--- config.mk ---
export PLATFORM = sky130hd
export DESIGN_NAME = fetch_sequencer_flat
export DESIGN_NICKNAME = d
export VERILOG_FILES = /design/src/rtl/fetch_pkg.sv /design/src/rtl/fetch_sequencer_if.sv /design/src/rtl/fetch_sequencer_next_pc_calc.sv /design/src/rtl/fetch_sequencer.sv /design/src/flat_wrapper.sv
export SDC_FILE = /design/constraint.sdc
export NUM_CORES = 1
export LEC_CHECK = 0
export ABC_AREA = 1
export BUFFER_PORTS_ARGS = -buffer_cell sky130_fd_sc_hd__buf_2
export CAP_MARGIN = 30
export CORE_UTILIZATION = 35
export CTS_BUF_LIST = sky130_fd_sc_hd__clkbuf_16
export CTS_CLUSTER_SIZE = 16
export DETAILED_ROUTE_END_ITERATION = 8
export GPL_ROUTABILITY_DRIVEN = 0
export SLEW_MARGIN = 30
export SYNTH_ARGS = -nofsm -noshare
export SYNTH_HDL_FRONTEND = slang
export SYNTH_SLANG_ARGS = --single-unit
--- constraint.sdc ---
create_clock -name CLK -period 3.9 [get_ports CLK]
set_clock_uncertainty 0.05 [all_clocks]
set_input_delay 0.78 -clock CLK [delete_from_list [all_inputs] [get_ports CLK]]
set_output_delay 0.78 -clock CLK [all_outputs]
set_load 0.005 [all_outputs]
--- src/rtl/fetch_pkg.sv ---
// fetch_pkg
// Shared definitions for the instruction-fetch sequencer: the FSM state
// encoding and the PC arithmetic constants used by the top level and by
// the next-PC calculator.
package fetch_pkg;

    typedef enum logic [2:0] {
        IDLE,
        FETCH,
        EXEC,
        EXEC_BUF,
        DRAIN
    } fetch_state_t;

    localparam int PC_RESET     = 0;   // first instruction address after reset
    localparam int PC_STEP      = 4;   // bytes per instruction word
    localparam int OFFSET_SHIFT = 2;   // branch/jump offsets are in words

endpackage

--- src/rtl/fetch_sequencer_if.sv ---
// fetch_sequencer_if
// Instruction-memory read bus between the fetch sequencer and instruction
// memory.
//   IMEM_READ      read request, held high until the read completes
//   IMEM_ADDR      read address, stable while IMEM_READ is high
//   IMEM_BUSYWAIT  memory busy; a read completes on an edge with READ=1, BUSYWAIT=0
//   IMEM_RDATA     read data, valid on the completing edge
// master: the fetch sequencer; slave: the instruction memory.
interface fetch_sequencer_if #(
    parameter int ADDR_W  = 32,
    parameter int INSTR_W = 32
);
    logic               IMEM_READ;
    logic [ADDR_W-1:0]  IMEM_ADDR;
    logic               IMEM_BUSYWAIT;
    logic [INSTR_W-1:0] IMEM_RDATA;

    modport master (
        output IMEM_READ,
        output IMEM_ADDR,
        input  IMEM_BUSYWAIT,
        input  IMEM_RDATA
    );

    modport slave (
        input  IMEM_READ,
        input  IMEM_ADDR,
        output IMEM_BUSYWAIT,
        output IMEM_RDATA
    );
endinterface

--- src/rtl/fetch_sequencer_next_pc_calc.sv ---
// next_pc_calc
// Purely combinational next-PC arithmetic for the current instruction.
//   pc        address of the current instruction
//   offset    signed word offset of the current instruction
//   jump, branch, bne, zero   resolution flags
//   pc_plus4  sequential successor
//   target    redirect address pc + 4 + (sext(offset) << 2), wrapping modulo 2^ADDR_W
//   taken     the current instruction redirects the PC
module next_pc_calc
    import fetch_pkg::*;
#(
    parameter int ADDR_W   = 32,
    parameter int OFFSET_W = 8
) (
    input  logic [ADDR_W-1:0]   pc,
    input  logic [OFFSET_W-1:0] offset,
    input  logic                jump,
    input  logic                branch,
    input  logic                bne,
    input  logic                zero,
    output logic [ADDR_W-1:0]   pc_plus4,
    output logic [ADDR_W-1:0]   target,
    output logic                taken
);

    logic [ADDR_W-1:0] offset_ext;

    // Sign-extend the word offset to the address width.
    genvar gi;
    generate
        for (gi = 0; gi < ADDR_W; gi++) begin : g_sext
            if (gi < OFFSET_W) begin : g_low
                assign offset_ext[gi] = offset[gi];
            end else begin : g_high
                assign offset_ext[gi] = offset[OFFSET_W-1];
            end
        end
    endgenerate

    assign pc_plus4 = pc + ADDR_W'(PC_STEP);
    assign target   = pc_plus4 + (offset_ext << OFFSET_SHIFT);
    assign taken    = jump | (branch & zero) | (bne & ~zero);

endmodule

--- src/rtl/fetch_sequencer.sv ---
// fetch_sequencer
// Owns the program counter and sequences instruction-memory reads. One
// instruction at a time is presented to decode while the next sequential
// word is prefetched; taken JUMP/BEQ/BNE redirects discard the prefetch.
// Ports:
//   CLK, RESET          clock and synchronous active-high reset
//   imem                instruction-memory read bus (master side)
//   INSTR, INSTR_VALID  current instruction and its valid flag
//   PC                  address of INSTR
//   STALL               execute not finished; hold the current instruction
//   JUMP, BRANCH, BNE, ZERO, OFFSET   resolution of the current instruction,
//                       only looked at when it retires
module fetch_sequencer
    import fetch_pkg::*;
#(
    parameter int ADDR_W   = 32,
    parameter int INSTR_W  = 32,
    parameter int OFFSET_W = 8
) (
    input  logic                CLK,
    input  logic                RESET,
    fetch_sequencer_if.master   imem,
    output logic [INSTR_W-1:0]  INSTR,
    output logic                INSTR_VALID,
    output logic [ADDR_W-1:0]   PC,
    input  logic                STALL,
    input  logic                JUMP,
    input  logic                BRANCH,
    input  logic                BNE,
    input  logic                ZERO,
    input  logic [OFFSET_W-1:0] OFFSET
);

    fetch_state_t       state_reg, state_next;
    logic [ADDR_W-1:0]  pc_reg, pc_next;
    logic [ADDR_W-1:0]  pf_addr_reg, pf_addr_next;
    logic [INSTR_W-1:0] instr_reg, instr_next;
    logic [INSTR_W-1:0] pfbuf_reg, pfbuf_next;

    logic [ADDR_W-1:0]  pc_plus4;
    logic [ADDR_W-1:0]  target;
    logic [ADDR_W-1:0]  pf_addr_plus4;
    logic               taken;
    logic               retire;
    logic               done;

    next_pc_calc #(
        .ADDR_W   (ADDR_W),
        .OFFSET_W (OFFSET_W)
    ) u_next_pc_calc (
        .pc       (pc_reg),
        .offset   (OFFSET),
        .jump     (JUMP),
        .branch   (BRANCH),
        .bne      (BNE),
        .zero     (ZERO),
        .pc_plus4 (pc_plus4),
        .target   (target),
        .taken    (taken)
    );

    // Address of the prefetch that follows a sequential retire which
    // completes its own prefetch in the same cycle.
    assign pf_addr_plus4 = pf_addr_reg + ADDR_W'(PC_STEP);

    // Outputs depend only on registers, never on memory or execute inputs.
    assign INSTR_VALID    = (state_reg == EXEC) || (state_reg == EXEC_BUF);
    assign imem.IMEM_READ = (state_reg == FETCH) || (state_reg == EXEC) ||
                            (state_reg == DRAIN);
    // In EXEC pf_addr_reg == pc_reg + 4, so an EXEC -> FETCH hand-over after a
    // sequential retire keeps the outstanding address unchanged.
    assign imem.IMEM_ADDR = ((state_reg == EXEC) || (state_reg == DRAIN)) ?
                            pf_addr_reg : pc_reg;
    assign INSTR          = instr_reg;
    assign PC             = pc_reg;

    assign retire = INSTR_VALID & ~STALL;
    assign done   = imem.IMEM_READ & ~imem.IMEM_BUSYWAIT;

    always_ff @(posedge CLK) begin
        if (RESET) begin
            state_reg   <= IDLE;
            pc_reg      <= ADDR_W'(PC_RESET);
            pf_addr_reg <= ADDR_W'(PC_RESET + PC_STEP);
            instr_reg   <= '0;
            pfbuf_reg   <= '0;
        end else begin
            state_reg   <= state_next;
            pc_reg      <= pc_next;
            pf_addr_reg <= pf_addr_next;
            instr_reg   <= instr_next;
            pfbuf_reg   <= pfbuf_next;
        end
    end

    always_comb begin
        state_next   = state_reg;
        pc_next      = pc_reg;
        pf_addr_next = pf_addr_reg;
        instr_next   = instr_reg;
        pfbuf_next   = pfbuf_reg;

        case (state_reg)
            IDLE: begin
                state_next = FETCH;
            end

            FETCH: begin
                if (done) begin
                    instr_next   = imem.IMEM_RDATA;
                    pf_addr_next = pc_plus4;
                    state_next   = EXEC;
                end
            end

            EXEC: begin
                if (retire) begin
                    if (taken) begin
                        // Any prefetch is stale, even a jump to PC+4.
                        // An in-flight one must finish before re-addressing.
                        pc_next    = target;
                        state_next = done ? FETCH : DRAIN;
                    end else begin
                        pc_next = pc_plus4;
                        if (done) begin
                            instr_next   = imem.IMEM_RDATA;
                            pf_addr_next = pf_addr_plus4;
                        end else begin
                            state_next = FETCH;
                        end
                    end
                end else if (done) begin
                    // Prefetch landed while execute is stalled: park it.
                    pfbuf_next = imem.IMEM_RDATA;
                    state_next = EXEC_BUF;
                end
            end

            EXEC_BUF: begin
                if (retire) begin
                    if (taken) begin
                        pc_next    = target;
                        state_next = FETCH;
                    end else begin
                        pc_next      = pc_plus4;
                        instr_next   = pfbuf_reg;
                        pf_addr_next = pf_addr_plus4;
                        state_next   = EXEC;
                    end
                end
            end

            DRAIN: begin
                // Let the stale prefetch complete, then fetch the target.
                if (done) begin
                    state_next = FETCH;
                end
            end

            default: begin
                state_next = IDLE;
            end
        endcase
    end

endmodule

--- src/flat_wrapper.sv ---
// flat-port wrapper written by rule: the top's interface ports become plain ports
module fetch_sequencer_flat import fetch_pkg::*;
#(
    parameter int ADDR_W   = 32,
    parameter int INSTR_W  = 32,
    parameter int OFFSET_W = 8
)
  (CLK, RESET, INSTR, INSTR_VALID, PC, STALL, JUMP, BRANCH, BNE, ZERO, OFFSET, imem_IMEM_READ, imem_IMEM_ADDR, imem_IMEM_BUSYWAIT, imem_IMEM_RDATA);
  fetch_sequencer_if #(.ADDR_W(ADDR_W), .INSTR_W(INSTR_W)) imem_i ();
  input  logic CLK;
  input  logic RESET;
  output logic [INSTR_W-1:0] INSTR;
  output logic INSTR_VALID;
  output logic [ADDR_W-1:0] PC;
  input  logic STALL;
  input  logic JUMP;
  input  logic BRANCH;
  input  logic BNE;
  input  logic ZERO;
  input  logic [OFFSET_W-1:0] OFFSET;
  output wire logic [$bits(imem_i.IMEM_READ)-1:0] imem_IMEM_READ;
  output wire logic [$bits(imem_i.IMEM_ADDR)-1:0] imem_IMEM_ADDR;
  input wire logic [$bits(imem_i.IMEM_BUSYWAIT)-1:0] imem_IMEM_BUSYWAIT;
  input wire logic [$bits(imem_i.IMEM_RDATA)-1:0] imem_IMEM_RDATA;
  assign imem_IMEM_READ = imem_i.IMEM_READ;
  assign imem_IMEM_ADDR = imem_i.IMEM_ADDR;
  assign imem_i.IMEM_BUSYWAIT = imem_IMEM_BUSYWAIT;
  assign imem_i.IMEM_RDATA = imem_IMEM_RDATA;
  fetch_sequencer #(.ADDR_W(ADDR_W), .INSTR_W(INSTR_W), .OFFSET_W(OFFSET_W)) u_core (.CLK(CLK), .RESET(RESET), .imem(imem_i), .INSTR(INSTR), .INSTR_VALID(INSTR_VALID), .PC(PC), .STALL(STALL), .JUMP(JUMP), .BRANCH(BRANCH), .BNE(BNE), .ZERO(ZERO), .OFFSET(OFFSET));
endmodule
==> summary.md <==
| Metric | Value |
|---|---|
| Die Span Y | 166 um |
| Post-layout nets | 1733 |
| Vias per Instance | 5.34 |
| TritonCTS Buffers | 17 |
| Cts hold-fix bufs | 0 |
| Ys flop type | dfxtp_1 |
| PortBufs | 141 |
| Mapped Cells | 1523 |
| Fmax | 0.298 GHz |
| CTS tree | done |
| Min-Delay Path Depth | 2 |
| Clk sinks | 127 |
| Post-Synth Adder-Cell Area | 5.25% |
| Yosys warns | 0 |
| Share of the synthesized area in the top cell type | 26.9% |
| CP endpoint kind | flip-flop |
| Slew Limit Fails | 0 |
| Maximum capacitance violations | 0 |
| Initial core utilization | 35.9% |
| R2R Path End | u_core.PC[24]$_SDFFE_PP0P_ |
| Share of cells above drive strength 1 | 15.3% |
| EDFF count, synth | 0 |
| Synth cell types | 53 |
| Core area | 26300 um^2 |
| Hold Vio Cnt, Final | 0 |
| Worst r2r path cells | 16 |
| Std cell rows | 59 |
| Mux cell area share after synthesis | 0% |
| RSZ-0062 raised after global routing | no |
| Largest net degree at the start of global routing | 66 |
| Status | complete, but fails checks |
| Hold WC Path Type | reg2reg |
| Total global-route track usage | 24.4% |
| Crit start category | flip-flop |
| Relative slew margins | 41.5% |
| Clk buf depth | 2 |
| Post-CTS resize count | 0 |
| Final ANT Viol Nets | 0 |
| Worst R2R Setup Slack | 0.55 ns |
| Initial DRC count | 1035 |
| Clk_lat worst skew | 0.43 ns |
| Clock network power share | 24.4% |
| DR WL/cell | 17.1 um |
| Hpwl dp | 25.2 mm |
| Pre-Repair DR Iteration Count | 8 |
| Transition time of the tightest slew-check pin | 0.878 ns |
| Die Wd | 166 um |
| Crit Path Max Fanout | 7 |
| Clock root buffer | clkbuf_16 |
| # diodes | 0 |
| PwrDens | 565 nW/um^2 |
| Worst VDD drop | 0.331 mV |
| Detailed Route WL | 34.0 mm |
| Violated checks | DRC |
| FFs w/ async S/R, synth | 0% |
| Post-route setup TNS | 0 ns |
| Comb pwr share | 45.3% |
| Final setup violation count | 0 |
| Worst Path Arrival | 3.57 ns |
| P&R area growth vs syn | 16.4% |
| Post-CTS Setup Inserts | 0 |
| R2r startpoint | u_core.PC[3]$_SDFFE_PP0P_ |
| Area of the mapped netlist | 9440 um^2 |
| Sw Ratio | 45.8% |
| DRC viols | 10 |
| Seq/Total Area, Yosys | 26.9% |
| Leak | 5.07 nW |
| # H-tree levels | 4 |
| Clock-pin slew on the worst setup and hold paths | 0.07 ns |
| Area contributors post-synth | dfxtp_1 (27%), nand2_1 (17%), nand3_1 (6.9%), o21ai_0 (6.8%), a21oi_1 (6.5%) |
| #FFs+latches synth | 127 |
| Syn avg cell area | 6.20 um^2 |
| Post-Synth XOR/XNOR Area | 3.06% |
| Initial antenna violation count | 1 |
| Via count | 10700 |
| Die footprint | 27600 um^2 |
| Vias in the first global route | 9759 |
| Part of the power in registers | 30.3% |
| Largest family of logic cells by synthesized area | simple AND/OR/NAND/NOR gates |
| Crit share post-route | 85.9% |
| Hold EP | u_core.pfbuf_reg[23]$_SDFFE_PP0P_ |
| Cell taking the most area after synthesis | dfxtp_1 |
| P_sw | 2.84 mW |
| WS Path Type | reg2reg |
| WHS | 0.410 ns |
| Simple-Gate Fraction of Synth Area | 35.6% |
| Worst Path Required | 4.12 ns |
| GR Overflow Total | 0 |
| Hold Crit Start | u_core.pfbuf_reg[23]$_SDFFE_PP0P_ |
| Int Power | 3.36 mW |
| First-pass GRT wire length | 53.3 mm |
| Clock period minus worst slack | 3.35 ns |
| Post-synthesis compound-gate area fraction | 19.1% |
| IO Count | 146 |
[power groups by stage]
stage / clock network (mW) / logic [mW] / registers, mW
2_1_floorplan: 0 / 1.93 / 1.83
3_3_place_gp: 0 / 2.77 / 1.90
3_5_place_dp: 0 / 2.78 / 1.89
4_1_cts: 1.54 / 2.80 / 1.87
5_1_grt: 1.60 / 3.13 / 1.91
6_report: 1.52 / 2.81 / 1.88
[kinds of logic (layout without fill, tap and decap cells)]
kind of cell / after synthesis / after routing
AND/OR/NAND/NOR: 763 / 763
AO/OA/AOI/OAI: 331 / 331
buffers and inverters: 229 / 362
flip-flops: 127 / 127
adder cells (fa/ha/maj): 39 / 39
XOR/XNOR: 33 / 33
other: 1 / 4
[stage by stage]
step                      setup slack, ns  instances  area, um^2  utilization, %  total power [mW]
final                               0.549       1994       11000            41.8              6.20
after detailed placement            0.632       1962       10400            39.7              4.68
after floorplan                      1.19       1526        9450               -              3.76
after global placement              0.622       1962       10400            39.7              4.67
after global routing                0.268       1994       11000            41.8              6.65
after CTS                           0.607       1994       11000            41.8              6.21
[worst max-delay path, stage by stage (launching register included)]
cell and delay (ns):
dfxtp_1 0.48, ha_1 0.24, inv_1 0.06, nor2_2 0.19, nand2_2 0.11, nor2_1 0.18
nand3_1 0.18, xor2_1 0.28, inv_1 0.10, ha_1 0.37, nand2_1 0.12, nor3_1 0.31
nand3_1 0.17, nand4_1 0.13, nand3_1 0.08, nand2_1 0.07, a21oi_1 0.05
[worst max path at each step]
stage / start / endpoint / slack, ns / cells after the start
2_1_floorplan: u_core.PC[3]$_SDFFE_PP0P_ / u_core.PC[31]$_SDFFE_PP0P_ / 1.19 / 21
3_3_place_gp: u_core.PC[3]$_SDFFE_PP0P_ / u_core.PC[31]$_SDFFE_PP0P_ / 0.62 / 21
3_5_place_dp: u_core.PC[3]$_SDFFE_PP0P_ / u_core.PC[31]$_SDFFE_PP0P_ / 0.63 / 21
4_1_cts: u_core.PC[3]$_SDFFE_PP0P_ / u_core.PC[31]$_SDFFE_PP0P_ / 0.61 / 21
5_1_grt: u_core.PC[3]$_SDFFE_PP0P_ / u_core.PC[29]$_SDFFE_PP0P_ / 0.27 / 17
6_report: u_core.PC[3]$_SDFFE_PP0P_ / u_core.PC[24]$_SDFFE_PP0P_ / 0.55 / 16
[metal layers]
metal	track usage, %	share of wire [%]	wire length [um]	vias to the layer above
met3	6.15	8.6	2920	57
met4	8.13	2.6	893	2
met1	31.3	42	14400	4865
met2	39.8	46	15700	443
li1	-	-	-	5283
met5	0	0.038	13	-
[cell usage after synthesis, types with 6 or more instances]
library cell  count
nand2_1         426
inv_1           152
nand3_1         131
o21ai_0         129
dfxtp_1         127
a21oi_1         122
nor2_1          101
a31oi_1          44
clkbuf_1         42
ha_1             38
xor2_1           30
nor3_1           26
nand4_1          17
nand3b_1         11
buf_2            10
nand2_2           8
nor2_2            8
o21ai_1           8
or2_2             8
buf_6             7
inv_2             7
nor2_4            6
o21bai_1          6
[placed cells by master (no fill, tap or decap), types with 30 or more instances in the layout]
master     n
nor2_1   101
nand2_1  426
inv_1    154
ha_1      38
a31oi_1   44
dfxtp_1  127
a21oi_1  122
o21ai_0  129
xor2_1    30
nand3_1  131
buf_2    141
[layout make-up]
class | instances | area [um^2]
fill | 2844 | 15300
tap | 335 | 419
multi-input combinational | 1170 | 5960
clock inverter | 15 | 114
clock buffer | 17 | 425
inverter | 160 | 601
sequential | 127 | 2540
timing repair buffer | 170 | 923
Power figures use the tool's default switching activity.
